**src/rtl/regfile_wb_pkg.sv**
```systemverilog
// Shared types and defaults for the register-file writeback arbiter.
package regfile_wb_pkg;

  localparam int unsigned XLEN   = 32;
  localparam int unsigned REG_AW = 5;

  typedef enum logic {
    REQ_ALU = 1'b0,
    REQ_MEM = 1'b1
  } wb_req_t;

  typedef struct packed {
    logic [REG_AW-1:0] rd;
    logic [XLEN-1:0]   data;
  } wb_entry_t;

  // Tie-break winner: whichever requester did not win the previous tie.
  function automatic wb_req_t rr_pick(input wb_req_t last_grant);
    return (last_grant == REQ_MEM) ? REQ_ALU : REQ_MEM;
  endfunction

endpackage

```
**src/rtl/regfile_wb_arbiter_slot.sv**
```systemverilog
// One-entry writeback holding slot: valid/ready intake, age bit, clear on grant.
module wb_slot
  import regfile_wb_pkg::*;
#(
  parameter int unsigned XLEN   = regfile_wb_pkg::XLEN,
  parameter int unsigned REG_AW = regfile_wb_pkg::REG_AW
) (
  input  logic              clock,
  input  logic              reset_n,
  input  logic              i_valid,
  output logic              o_ready,
  input  logic [REG_AW-1:0] i_rd,
  input  logic [XLEN-1:0]   i_data,
  input  logic              i_grant,
  input  logic              i_other_held,
  output logic              o_full,
  output logic              o_age,
  output logic [REG_AW-1:0] o_rd,
  output logic [XLEN-1:0]   o_data
);

  logic              r_full;
  logic              r_age;
  logic [REG_AW-1:0] r_rd;
  logic [XLEN-1:0]   r_data;
  logic              w_ready;
  logic              w_load;

  assign w_ready = reset_n && (!r_full || i_grant);
  assign w_load  = i_valid && w_ready;

  // Age is relative: a newcomer is younger only if the other entry survives
  // this edge, and any entry that survives an edge becomes the older one.
  always_ff @(posedge clock or negedge reset_n) begin
    if (!reset_n) begin
      r_full <= 1'b0;
      r_age  <= 1'b0;
      r_rd   <= '0;
      r_data <= '0;
    end else if (w_load) begin
      r_full <= 1'b1;
      r_age  <= i_other_held;
      r_rd   <= i_rd;
      r_data <= i_data;
    end else begin
      r_age <= 1'b0;
      if (i_grant) begin
        r_full <= 1'b0;
      end
    end
  end

  assign o_ready = w_ready;
  assign o_full  = r_full;
  assign o_age   = r_age;
  assign o_rd    = r_rd;
  assign o_data  = r_data;

endmodule

```
**src/rtl/regfile_wb_arbiter.sv**
```systemverilog
// Arbitrates the ALU and load writeback paths onto the single register-file write port.
module regfile_wb_arbiter
  import regfile_wb_pkg::*;
#(
  parameter int unsigned XLEN   = regfile_wb_pkg::XLEN,
  parameter int unsigned REG_AW = regfile_wb_pkg::REG_AW
) (
  input  logic                     clock,
  input  logic                     reset_n,
  input  logic                     finish_flag,
  input  logic                     alu_valid,
  output logic                     alu_ready,
  input  logic [REG_AW-1:0]        alu_rd,
  input  logic [XLEN-1:0]          alu_data,
  input  logic                     mem_valid,
  output logic                     mem_ready,
  input  logic [REG_AW-1:0]        mem_rd,
  input  logic [XLEN-1:0]          mem_data,
  output logic                     rf_we,
  output logic [REG_AW-1:0]        rf_rd,
  output logic [XLEN-1:0]          rf_wdata,
  output logic [(1<<REG_AW)-1:0]   pending_mask
);

  logic              w_alu_full, w_alu_age;
  logic              w_mem_full, w_mem_age;
  logic [REG_AW-1:0] w_alu_rd, w_mem_rd;
  logic [XLEN-1:0]   w_alu_data, w_mem_data;
  logic              w_grant_alu, w_grant_mem, w_tie;
  logic              w_alu_held, w_mem_held;
  logic              w_any_grant;
  logic [REG_AW-1:0] w_sel_rd;
  logic [XLEN-1:0]   w_sel_data;
  wb_req_t           r_last_grant;

  assign w_alu_held = w_alu_full && !w_grant_alu;
  assign w_mem_held = w_mem_full && !w_grant_mem;

  wb_slot #(.XLEN(XLEN), .REG_AW(REG_AW)) u_alu_slot (
    .clock        (clock),
    .reset_n      (reset_n),
    .i_valid      (alu_valid),
    .o_ready      (alu_ready),
    .i_rd         (alu_rd),
    .i_data       (alu_data),
    .i_grant      (w_grant_alu),
    .i_other_held (w_mem_held),
    .o_full       (w_alu_full),
    .o_age        (w_alu_age),
    .o_rd         (w_alu_rd),
    .o_data       (w_alu_data)
  );

  wb_slot #(.XLEN(XLEN), .REG_AW(REG_AW)) u_mem_slot (
    .clock        (clock),
    .reset_n      (reset_n),
    .i_valid      (mem_valid),
    .o_ready      (mem_ready),
    .i_rd         (mem_rd),
    .i_data       (mem_data),
    .i_grant      (w_grant_mem),
    .i_other_held (w_alu_held),
    .o_full       (w_mem_full),
    .o_age        (w_mem_age),
    .o_rd         (w_mem_rd),
    .o_data       (w_mem_data)
  );

  // Older entry (age 0) wins; equal ages mean same-edge acceptance -> round-robin.
  always_comb begin
    w_grant_alu = 1'b0;
    w_grant_mem = 1'b0;
    w_tie       = 1'b0;
    if (w_alu_full && w_mem_full) begin
      if (w_alu_age != w_mem_age) begin
        w_grant_alu = !w_alu_age;
        w_grant_mem = !w_mem_age;
      end else begin
        w_tie = 1'b1;
        if (rr_pick(r_last_grant) == REQ_ALU) begin
          w_grant_alu = 1'b1;
        end else begin
          w_grant_mem = 1'b1;
        end
      end
    end else begin
      w_grant_alu = w_alu_full;
      w_grant_mem = w_mem_full;
    end
  end

  assign w_any_grant = w_grant_alu || w_grant_mem;
  assign w_sel_rd    = w_grant_mem ? w_mem_rd   : w_alu_rd;
  assign w_sel_data  = w_grant_mem ? w_mem_data : w_alu_data;

  always_ff @(posedge clock or negedge reset_n) begin
    if (!reset_n) begin
      rf_we        <= 1'b0;
      rf_rd        <= '0;
      rf_wdata     <= '0;
      r_last_grant <= REQ_MEM;
    end else begin
      rf_we <= w_any_grant && (w_sel_rd != '0) && !finish_flag;
      if (w_any_grant) begin
        rf_rd    <= w_sel_rd;
        rf_wdata <= w_sel_data;
      end
      if (w_tie) begin
        r_last_grant <= w_grant_alu ? REQ_ALU : REQ_MEM;
      end
    end
  end

  always_comb begin
    pending_mask = '0;
    if (w_alu_full) begin
      pending_mask[w_alu_rd] = 1'b1;
    end
    if (w_mem_full) begin
      pending_mask[w_mem_rd] = 1'b1;
    end
    pending_mask[0] = 1'b0;
  end

endmodule

```
**config.mk**
```make
export PLATFORM = sky130hd
export DESIGN_NAME = regfile_wb_arbiter
export DESIGN_NICKNAME = d
export VERILOG_FILES = /design/src/rtl/regfile_wb_pkg.sv /design/src/rtl/regfile_wb_arbiter_slot.sv /design/src/rtl/regfile_wb_arbiter.sv
export SDC_FILE = /design/constraint.sdc
export NUM_CORES = 1
export LEC_CHECK = 0
export CAP_MARGIN = 20
export CORE_MARGIN = 2
export CORE_UTILIZATION = 53
export DETAILED_ROUTE_END_ITERATION = 8
export HOLD_SLACK_MARGIN = 0.1
export PLACE_DENSITY_LB_ADDON = 0.12
export SYNTH_ARGS = -nofsm -noshare
export SYNTH_HDL_FRONTEND = slang
export SYNTH_HIERARCHICAL = 1
export SYNTH_SLANG_ARGS = --single-unit
```
**constraint.sdc**
```tcl
create_clock -name clock -period 4.5 [get_ports clock]
set_clock_uncertainty 0.15 [all_clocks]
set_input_delay 0.9 -clock clock [delete_from_list [all_inputs] [get_ports clock]]
set_output_delay 0.9 -clock clock [all_outputs]
set_load 0.005 [all_outputs]
```
==> reports/metrics.cfg, run 1 <==
[outcome]
outcome = finished, final reports clean

[timing]
setup_violations = 0
rsz0062_at_grt = no
fin_setup_tns_ns = 0
finalCritPeriodShare_pct = 80.7
period_minus_slack_ns = 3.63
worst_pin_slew_ns = 0.725
drv_slew = 0
max_freq_ghz = 0.275
setup_slack_ns = 0.868
hold_slack_ns = 0.358
hold_viol = 0
slew_headroom_pct = 51.5

[synth]
ys_ff_latch = 117
syn_inst = 427
synthSimpleGateAreaFrac_pct = 7.75
synth_fa_ha_area_share_pct = 0
ys.warnings.count = 6
synth_top_family_by_area = multiplexers
synthMuxAreaShare_pct = 24.7
synth_compound_area_share_pct = 10.5
synth_area_um2 = 5770
yosysUniqueCellTypes = 40
synth_nets = 506
synth_seq_area_share_pct = 50.8
synth_xor_area_share_pct = 0.304
avgSynthCellArea_um2 = 13.5

[setup_path]
criticalPathCategory = flop to primary output
required_ns = 3.45
cp_max_fo = 27
cp.arrival_ns = 2.58
critPathCaptureType = primary output
cp-start-kind = flop

[clock_network]
htreeDepth = 4
cts_tree = done
cts_root_buf = clkbuf_8
cts_hold_buf = 1
post_cts_resized = 0
cts_setup_buffers = 0
cts_sinks = 117
numCtsBuffers = 17
cts_buffer_depth = 2
clk_latency_ns = 0.52
clkTransAtPathRegs_ns = 0.05

[floorplanning]
die_h_um = 108
die_area_um2 = 11700
io_pins = 151
core.rowCount = 38
start_util_pct = 53.7
fp.dieW_um = 108
fp.coreArea_um2 = 10700

[route]
vias = 4136
dr.pass1.iters = 4
avgViaCountPerCell = 5.72
wl_per_cell_um = 20.3
wl_um = 14600
post-route-drc-count = 0
detail-route-antenna-nets = 0
drt_iter0_drc = 316

[place]
dp_slack_ns = 1.45
hpwl_um = 9760
routabilityCongestion = 0.870
dp_cells = 693
dpl_cell_area_um2 = 7190
numPortBuffers = 149

[finish]
seqCellArea_um2 = 2930
drive_gt1_share_pct = 22.1
final_common_cell = clkdlybuf4s50_1
num_antenna_cells = 0
finalNonFillerCells = 723
mostFrequentLayoutCells = clkdlybuf4s50_1 (148), dfrtp_1 (114), mux2_4 (60), nor2_1 (39), o22ai_1 (36)
fillers = 787
multi_input_area_um2 = 2500
final_util_pct = 71.7
nNetsFinal = 652
postLayoutCellArea_um2 = 7700
syn_to_final_growth_pct = 33.6

[global_route]
antenna_found_initial = 0
grt-ovfl-total = 0
grt_usage_pct = 25.9
grt_pass1_wl_um = 22800
grt_max_degree = 59
grt_pass1_vias = 4315

[job]
cap_violations = 0

[power_and_ir_drop]
leakagePower_nw = 3.31
power_mw = 5.67
peakVddDrop_mv = 0.546
cellPowerDensity_nw_per_um2 = 736

[worst_hold_path]
worstHoldPathType = flop to flop

==> power breakdown <==
part           internal [mW]  switching [mW]
clock                  0.707           0.434
sequential              1.61           0.487
combinational           1.45           0.987
==> Yosys cell counts (all sizes together) <==
| library cell | count | area, µm² |
|---|---|---|
| or3 | 1 | 6.26 |
| o22ai | 36 | 225 |
| and3 | 3 | 23.8 |
| a21boi | 1 | 7.51 |
| xor2 | 2 | 17.5 |
| mux2 | 78 | 1100 |
| clkbuf | 6 | 22.5 |
| nor3 | 2 | 10.0 |
| or3b | 2 | 17.5 |
| nor2b | 3 | 33.8 |
| or2 | 1 | 8.76 |
| dfrtp | 116 | 2900 |
| a21oi | 6 | 30.0 |
| buf | 24 | 295 |
| nand3 | 13 | 77.6 |
| a221o | 32 | 323 |
| dfstp | 1 | 26.3 |
| and2 | 2 | 15.0 |
| a21bo | 1 | 10.0 |
| a2111oi | 1 | 10.0 |
| conb | 1 | 3.75 |
| mux2i | 32 | 320 |
| nand3b | 4 | 30.0 |
| nand2 | 11 | 43.8 |
| nor2 | 39 | 146 |
| nand2b | 3 | 33.8 |
| inv | 6 | 22.5 |
==> state kept, by name, indices dropped and copies added, names as in the netlist, 5 cells and up <==
register and flops:
rf_wdata 32, u_alu_slot/o_data 32, u_mem_slot/o_data 32, rf_rd 5, u_alu_slot/o_rd 5, u_mem_slot/o_rd 5
==> critical path, stage by stage (launching register included) <==
cell and delay [ns]:
dfrtp_2 0.75, nand3_1 0.44, o22ai_1 0.31, clkdlybuf4s50_1 0.55
==> layout make-up <==
type	count	share of cell area [%]
timing repair buffer	157	20.5
inverter	6	0.292
multi-input combinational	274	32.4
tap	140	2.27
sequential	117	38.1
clock buffer	25	6.16
clock inverter	4	0.325
==> path summary, 6_finish.rpt <==
kind                                              startpoint                                 to  slack (ns)  depth (start not counted)
max                            u_mem_slot/o_full$_DFFE_PN0P_                    pending_mask[4]        0.87                          3
min                        u_mem_slot/o_data[17]$_DFFE_PN0P_           rf_wdata[17]$_DFFE_PN0N_        0.36                          1
max reg2reg                       u_mem_slot/o_age$_DFF_PN0_  u_mem_slot/o_data[30]$_DFFE_PN0P_        1.80                          8
min reg2reg                u_mem_slot/o_data[17]$_DFFE_PN0P_           rf_wdata[17]$_DFFE_PN0N_        0.36                          1
max in group asynchronous                            reset_n   u_alu_slot/o_data[5]$_DFFE_PN0P_        1.90                          4
min in group asynchronous                            reset_n               rf_rd[1]$_DFFE_PN0N_        0.69                          2
==> cell families (layout without fill, tap and decap cells) <==
logic type      after synthesis  in the layout
flops                       117            117
xor+xnor                      2              2
other cells                   1              1
compound gates               77             77
simple gates                 84             84
mux                         110            110
buf+inv                      36            192
==> metal layers <==
metal / part of all wire [%] / wire (µm) / GRT usage, % / up-vias
li1: - / - / - / 1880
met1: 43 / 6310 / 34.4 / 2087
met2: 49 / 7190 / 41.3 / 148
met3: 6.0 / 873 / 6.69 / 21
met4: 1.9 / 285 / 9.52 / 0
met5: 0 / 0 / 0 / -
No activity file was read; power rests on OpenSTA's default activity.
==> run 2: changes to the inputs <==
--- a/config.mk
+++ b/config.mk
@@ -7,7 +7,7 @@
 export LEC_CHECK = 0
 export CAP_MARGIN = 20
 export CORE_MARGIN = 2
-export CORE_UTILIZATION = 53
+export CORE_UTILIZATION = 44
 export DETAILED_ROUTE_END_ITERATION = 8
 export HOLD_SLACK_MARGIN = 0.1
 export PLACE_DENSITY_LB_ADDON = 0.12
==> constraint.sdc (replaced) <==
create_clock -name clock -period 3.2 [get_ports clock]
set_clock_uncertainty 0.15 [all_clocks]
set_input_delay 0.64 -clock clock [delete_from_list [all_inputs] [get_ports clock]]
set_output_delay 0.64 -clock clock [all_outputs]
set_load 0.005 [all_outputs]
==> run 2 against run 1 <==
Against the previous run: non-clock buffer count is 3 higher; largest power group unchanged; routed wire length is 0.25% lower; critical endpoint is now alu_ready; hold slack barely moved; combinational power up 41%.
==> reports/metrics.cfg, run 2 (synthesis gave the netlist of run 1 again) <==
[global_route]
antenna_found_initial = 0
grt_pass1_wl_um = 23300
grtUsageMet2_pct = 34.4
grt_pass1_vias = 4343
grt_max_degree = 59
grt_use_met3_pct = 6.08
gr-max-usage-layer = met2
grt_usage_pct = 21.2
met1_usage_pct = 27.8
grt-ovfl-total = 0

[floorplanning]
start_util_pct = 45.3
die_h_um = 118
die_area_um2 = 14000
core.rowCount = 41
fp.dieW_um = 118
io_pins = 151
fp.coreArea_um2 = 12700

[place]
dp_slack_ns = 0.501
hpwl_um = 9620
numPortBuffers = 149
dpl_cell_area_um2 = 7240
dp_cells = 728
routabilityCongestion = 0.868

[timing]
period_minus_slack_ns = 3.02
slew_headroom_pct = 51.7
finalCritPeriodShare_pct = 94.4
fin_setup_tns_ns = 0
setup_slack_ns = 0.180
worst_pin_slew_ns = 0.725
max_freq_ghz = 0.331
hold_viol = 0
drv_slew = 0
setup_violations = 0
rsz0062_at_grt = no

[setup_path]
crit_family = flip-flops
cp_num_buf_inv = 1
max_stage_delay_ns = 0.55
cp_max_fo = 4
cp.arrival_ns = 2.23
cp_cell_sequence = a21bo_2 > nand2_1 > a21boi_0 > nand2b_4 > and2_2 > clkdlybuf4s50_1
cp-start-kind = flop
required_ns = 2.41
criticalPathCategory = flop to primary output
critPathCaptureType = primary output
crit_path_top_delay_cell = dfstp_2

[finish]
syn_to_final_growth_pct = 36.7
final_common_cell = clkdlybuf4s50_1
postLayoutCellArea_um2 = 7880
mostFrequentLayoutCells = clkdlybuf4s50_1 (148), dfrtp_1 (114), mux2_4 (60), nor2_1 (39), o22ai_1 (36)
drive_gt1_share_pct = 23.3
multi_input_area_um2 = 2500
finalNonFillerCells = 761
nNetsFinal = 655
fillers = 1028
num_antenna_cells = 0
seqCellArea_um2 = 2930

[power_and_ir_drop]
leakagePower_nw = 3.39
peakVddDrop_mv = 0.499
cellPowerDensity_nw_per_um2 = 1060
power_mw = 8.36

[route]
dr.pass1.iters = 5
post-route-drc-count = 0
wl_per_cell_um = 19.2
wl_um = 14600
avgViaCountPerCell = 5.48
detail-route-antenna-nets = 0
drt_iter0_drc = 310
vias = 4171

[clock_network]
numCtsBuffers = 17
cts_sinks = 117
cts_root_buf = clkbuf_16
htreeDepth = 4
clkTransAtPathRegs_ns = 0.05
clk_latency_ns = 0.40
cts_tree = done
cts_buffer_depth = 2

[outcome]
outcome = finished, final reports clean

[worst_hold_path]
worstHoldPathType = flop to flop

[job]
cap_violations = 0

## run 2: cell count changes in the layout (fill, tap and decap cells not counted), moves of 2 or more
cell / previous run / this run
buf_4: 6 / 10
clkinvlp_4: 2 / 0
bufinv_16: 0 / 4
clkinv_2: 2 / 4
clkbuf_1: 5 / 3
## run 2: area by class of cell
type | count | area share, %
Clock buffer | 23 | 6.06
Sequential cell | 117 | 37.2
Multi-Input combinational cell | 274 | 31.7
Tap cell | 172 | 2.73
Clock inverter | 9 | 1.89
Inverter | 6 | 0.286
Timing Repair Buffer | 160 | 20.1
## run 2: report_power, final
part	total (mW)	internal (mW)	switching (mW)
Clock	2.01	1.36	0.646
Sequential	2.91	2.26	0.648
Combinational	3.45	2.05	1.40
Total	8.36	5.67	2.70
## run 2: stage by stage
step | hold slack [ns] | util, %
global placement | 0.334 | 56.9
CTS | 0.357 | 61.9
floorplan | 0.194 | -
global route | 0.371 | 62.0
finish | 0.358 | 62.0
detailed placement | 0.338 | 56.9
## run 2: worst paths after layout
kind	to	start	slack [ns]	depth (start not counted)
max in group asynchronous	rf_wdata[6]$_DFFE_PN0N_	reset_n	0.79	4
worst min-delay path	rf_wdata[16]$_DFFE_PN0N_	u_mem_slot/o_data[16]$_DFFE_PN0P_	0.36	1
worst max-delay path	alu_ready	r_last_grant$_DFFE_PN1P_	0.18	6
worst max register to register	u_alu_slot/o_data[31]$_DFFE_PN0P_	r_last_grant$_DFFE_PN1P_	0.81	7
min in group asynchronous	u_mem_slot/o_age$_DFF_PN0_	reset_n	0.47	2
worst min register to register	rf_wdata[16]$_DFFE_PN0N_	u_mem_slot/o_data[16]$_DFFE_PN0P_	0.36	1
## run 2: layer usage
| metal | up-vias | wire length [µm] |
|---|---|---|
| li1 | 1879 | - |
| met1 | 2143 | 6610 |
| met2 | 131 | 7040 |
| met3 | 18 | 790 |
| met4 | 0 | 168 |
| met5 | - | 0 |
## run 2: worst register-to-register path, delay by kind of cell (launching register included)
family          cells  cell delay [ns]
flops               1             0.55
mux                 1             0.41
buf+inv             1             0.38
simple gates        3             0.39
compound gates      2             0.38
## run 2: timing repair
item | CTS | global route
setup endpoints to repair | 0 | 15
hold buffers | 1 | 0
resized for setup | 0 | 1
endpoints found under the hold margin | 5 | 0
setup buffers | 0 | 0
==> run 3: changes to the inputs <==
--- a/config.mk
+++ b/config.mk
@@ -13,5 +13,4 @@
 export PLACE_DENSITY_LB_ADDON = 0.12
 export SYNTH_ARGS = -nofsm -noshare
 export SYNTH_HDL_FRONTEND = slang
-export SYNTH_HIERARCHICAL = 1
 export SYNTH_SLANG_ARGS = --single-unit
==> run 3 against run 2 <==
Against the previous run: synthesized area shrank 3.3%; highest routed layer unchanged; non-clock buffer count is the same; first-iteration DRC count shrank 20%; count of clock-buffer cells in the layout shrank 1; via count grew 0.84%; core utilization grew 0.77 points; clock power shrank 2%; fmax shrank 0.36%; routed wire length grew 0.56%; worst setup slack lost 0.011 ns; global-route usage grew 1.4 points.
==> reports/metrics.cfg, run 3 <==
[setup_path]
required_ns = 2.41
criticalPathCategory = flop to primary output
cp_max_fo = 8
critPathCaptureType = primary output
cp-start-kind = flop
cp.arrival_ns = 2.24

[global_route]
grt-ovfl-total = 0
grt_usage_pct = 22.6
met1_usage_pct = 30.5
grt_pass1_wl_um = 23100
grtUsageMet2_pct = 36.4
grt_pass1_vias = 4321
antenna_found_initial = 0
grt_max_degree = 68
gr-max-usage-layer = met2
grt_use_met3_pct = 6.02

[place]
routabilityCongestion = 0.874
dp_slack_ns = 0.603
dpl_cell_area_um2 = 7230
dp_cells = 724
numPortBuffers = 149
hpwl_um = 9570

[synth]
synth_area_leaders = dfrtp_1 (52%), mux2_2 (8.5%), mux2_4 (8.1%), o221a_2 (7.5%), mux2i_1 (6.5%)
synth_nets = 503
ys_ff_latch = 117
synth_xor_area_share_pct = 0.314
synth_fa_ha_area_share_pct = 0
synth_top_family_by_area = multiplexers
synthSimpleGateAreaFrac_pct = 6.88
synth_common_cells = dfrtp_1 (116), nand2_1 (45), mux2_2 (42), o221a_2 (37), mux2i_1 (36)
yosysTopAreaCell = dfrtp_1
synth_top_cell_area_share_pct = 52.0
synthMuxAreaShare_pct = 23.4
yosysUniqueCellTypes = 40
avgSynthCellArea_um2 = 13.2
syn_inst = 424
synth_area_um2 = 5580
synth_compound_area_share_pct = 13.6
synth_seq_area_share_pct = 52.5
yosysMostFrequentCell = dfrtp_1
synthArstFlopShare_pct = 100
ys.flop_type = dfrtp_1
synth_edf_count = 0
ys.warnings.count = 0

[finish]
drive_gt1_share_pct = 27.4
fillers = 1019
finalNonFillerCells = 756
postLayoutCellArea_um2 = 7850
seqCellArea_um2 = 2930
multi_input_area_um2 = 2480
final_common_cell = clkdlybuf4s50_1
num_antenna_cells = 0
nNetsFinal = 651
mostFrequentLayoutCells = clkdlybuf4s50_1 (148), dfrtp_1 (115), nand2_1 (45), mux2_2 (42), o221a_2 (37)
syn_to_final_growth_pct = 40.7
final_util_pct = 62.7

[power_and_ir_drop]
pwr-share-clk_pct = 34.5
power_mw = 5.69
p_int_mw = 4.14
seqPwrFrac_pct = 38.0
swShare_pct = 27.3
power_switching_mw = 1.55
leakagePower_nw = 3.22
cellPowerDensity_nw_per_um2 = 724
peakVddDrop_mv = 0.478
comb_power_share_pct = 27.5

[clock_network]
clk_latency_ns = 0.41
cts_sinks = 117
htreeDepth = 4
post_cts_resized = 0
numCtsBuffers = 17
cts_root_buf = clkbuf_16
cts_tree = done
cts_buffer_depth = 2
clkTransAtPathRegs_ns = 0.05

[timing]
finalCritPeriodShare_pct = 94.7
worst_pin_slew_ns = 0.842
fin_setup_tns_ns = 0
hold_viol = 0
slew_headroom_pct = 43.9
period_minus_slack_ns = 3.03
hold_slack_ns = 0.360
drv_slew = 0
rsz0062_at_grt = no
max_freq_ghz = 0.330
setup_slack_ns = 0.169
setup_violations = 0

[route]
post-route-drc-count = 0
wl_um = 14700
avgViaCountPerCell = 5.56
detail-route-antenna-nets = 0
drt_iter0_drc = 247
vias = 4206
dr.pass1.iters = 4
wl_per_cell_um = 19.4

[floorplanning]
die_h_um = 117
start_util_pct = 44.6
io_pins = 151
fp.dieW_um = 117
die_area_um2 = 13600
core.rowCount = 41
fp.coreArea_um2 = 12500

[worst_hold_path]
worstHoldPathType = flop to flop

[outcome]
outcome = finished, final reports clean

[job]
cap_violations = 0

==> run 3: cell count changes in the layout (fill, tap and decap cells not counted), moves of 3 or more <==
cell      change
o221a_2      +37
nand2_1      +35
nor2_1       -33
a221o_1      -30
mux2_4       -30
mux2_2       +24
nand3_1       -8
a21oi_1       -6
nand3b_1      +5
o22ai_1       -5
inv_1         -4
mux2i_1       +4
o21ai_0       +3
==> run 3: logic make-up (layout without fill, tap and decap cells) <==
group / Yosys count / after routing
muxes: 110 / 110
buffers and inverters: 32 / 192
other: 1 / 1
and+or+nand+nor: 79 / 79
AOI/OAI and AO/OA: 83 / 83
DFF: 117 / 117
xor gates and xnor gates: 2 / 2
==> run 3: power by group through the flow <==
stage	clock (mW)	sequential [mW]	combinational [mW]
finish	1.96	2.16	1.56
global route	2.07	2.21	1.70
CTS	1.99	2.16	1.58
detailed placement	0	2.17	1.57
global placement	0	2.16	1.54
floorplan	0	2.09	0.856
==> run 3: routing by layer <==
metal | share of wire [%] | routed length [µm] | up-vias
li1 | - | - | 1903
met1 | 45 | 6660 | 2144
met2 | 48 | 6990 | 146
met3 | 6.2 | 918 | 13
met4 | 0.91 | 133 | 0
met5 | 0 | 0 | -
==> run 3: repair_timing <==
item | in CTS | in global routing
hold buffers | 1 | 0
setup endpoints to repair | 0 | 0
hold endpoints to repair | 5 | 0
buffers inserted | 0 | 0
==> run 3: path summary, 6_finish.rpt <==
check | startpoint | endpoint | slack (ns) | depth (start not counted)
max in group asynchronous | reset_n | u_mem_slot.o_data[28]$_DFFE_PN0P_ | 0.76 | 4
worst min register to register | u_alu_slot.o_data[28]$_DFFE_PN0P_ | u_alu_slot.o_data[28]$_DFFE_PN0P_ | 0.36 | 1
worst max register to register | u_mem_slot.o_full$_DFFE_PN0P_ | u_mem_slot.o_data[21]$_DFFE_PN0P_ | 0.76 | 4
worst min-delay path | u_alu_slot.o_data[28]$_DFFE_PN0P_ | u_alu_slot.o_data[28]$_DFFE_PN0P_ | 0.36 | 1
min in group asynchronous | reset_n | u_mem_slot.o_rd[3]$_DFFE_PN0P_ | 0.51 | 2
worst max-delay path | u_alu_slot.o_full$_DFFE_PN0P_ | pending_mask[4] | 0.17 | 4
==> run 3: area by class of cell <==
class,instances,area share [%]
well taps,172,2.74
clock buffers,22,6.17
flip-flops and latches,117,37.3
multi-input cells,275,31.6
repair buffers,160,20.5
clock inverters,9,1.59
inverters,1,0.0478
==> run 3: critical path, stage by stage (launching register included) <==
cell	delay, ns
dfrtp_1	0.49
inv_1	0.09
or3_1	0.50
o22ai_1	0.22
clkdlybuf4s50_1	0.53
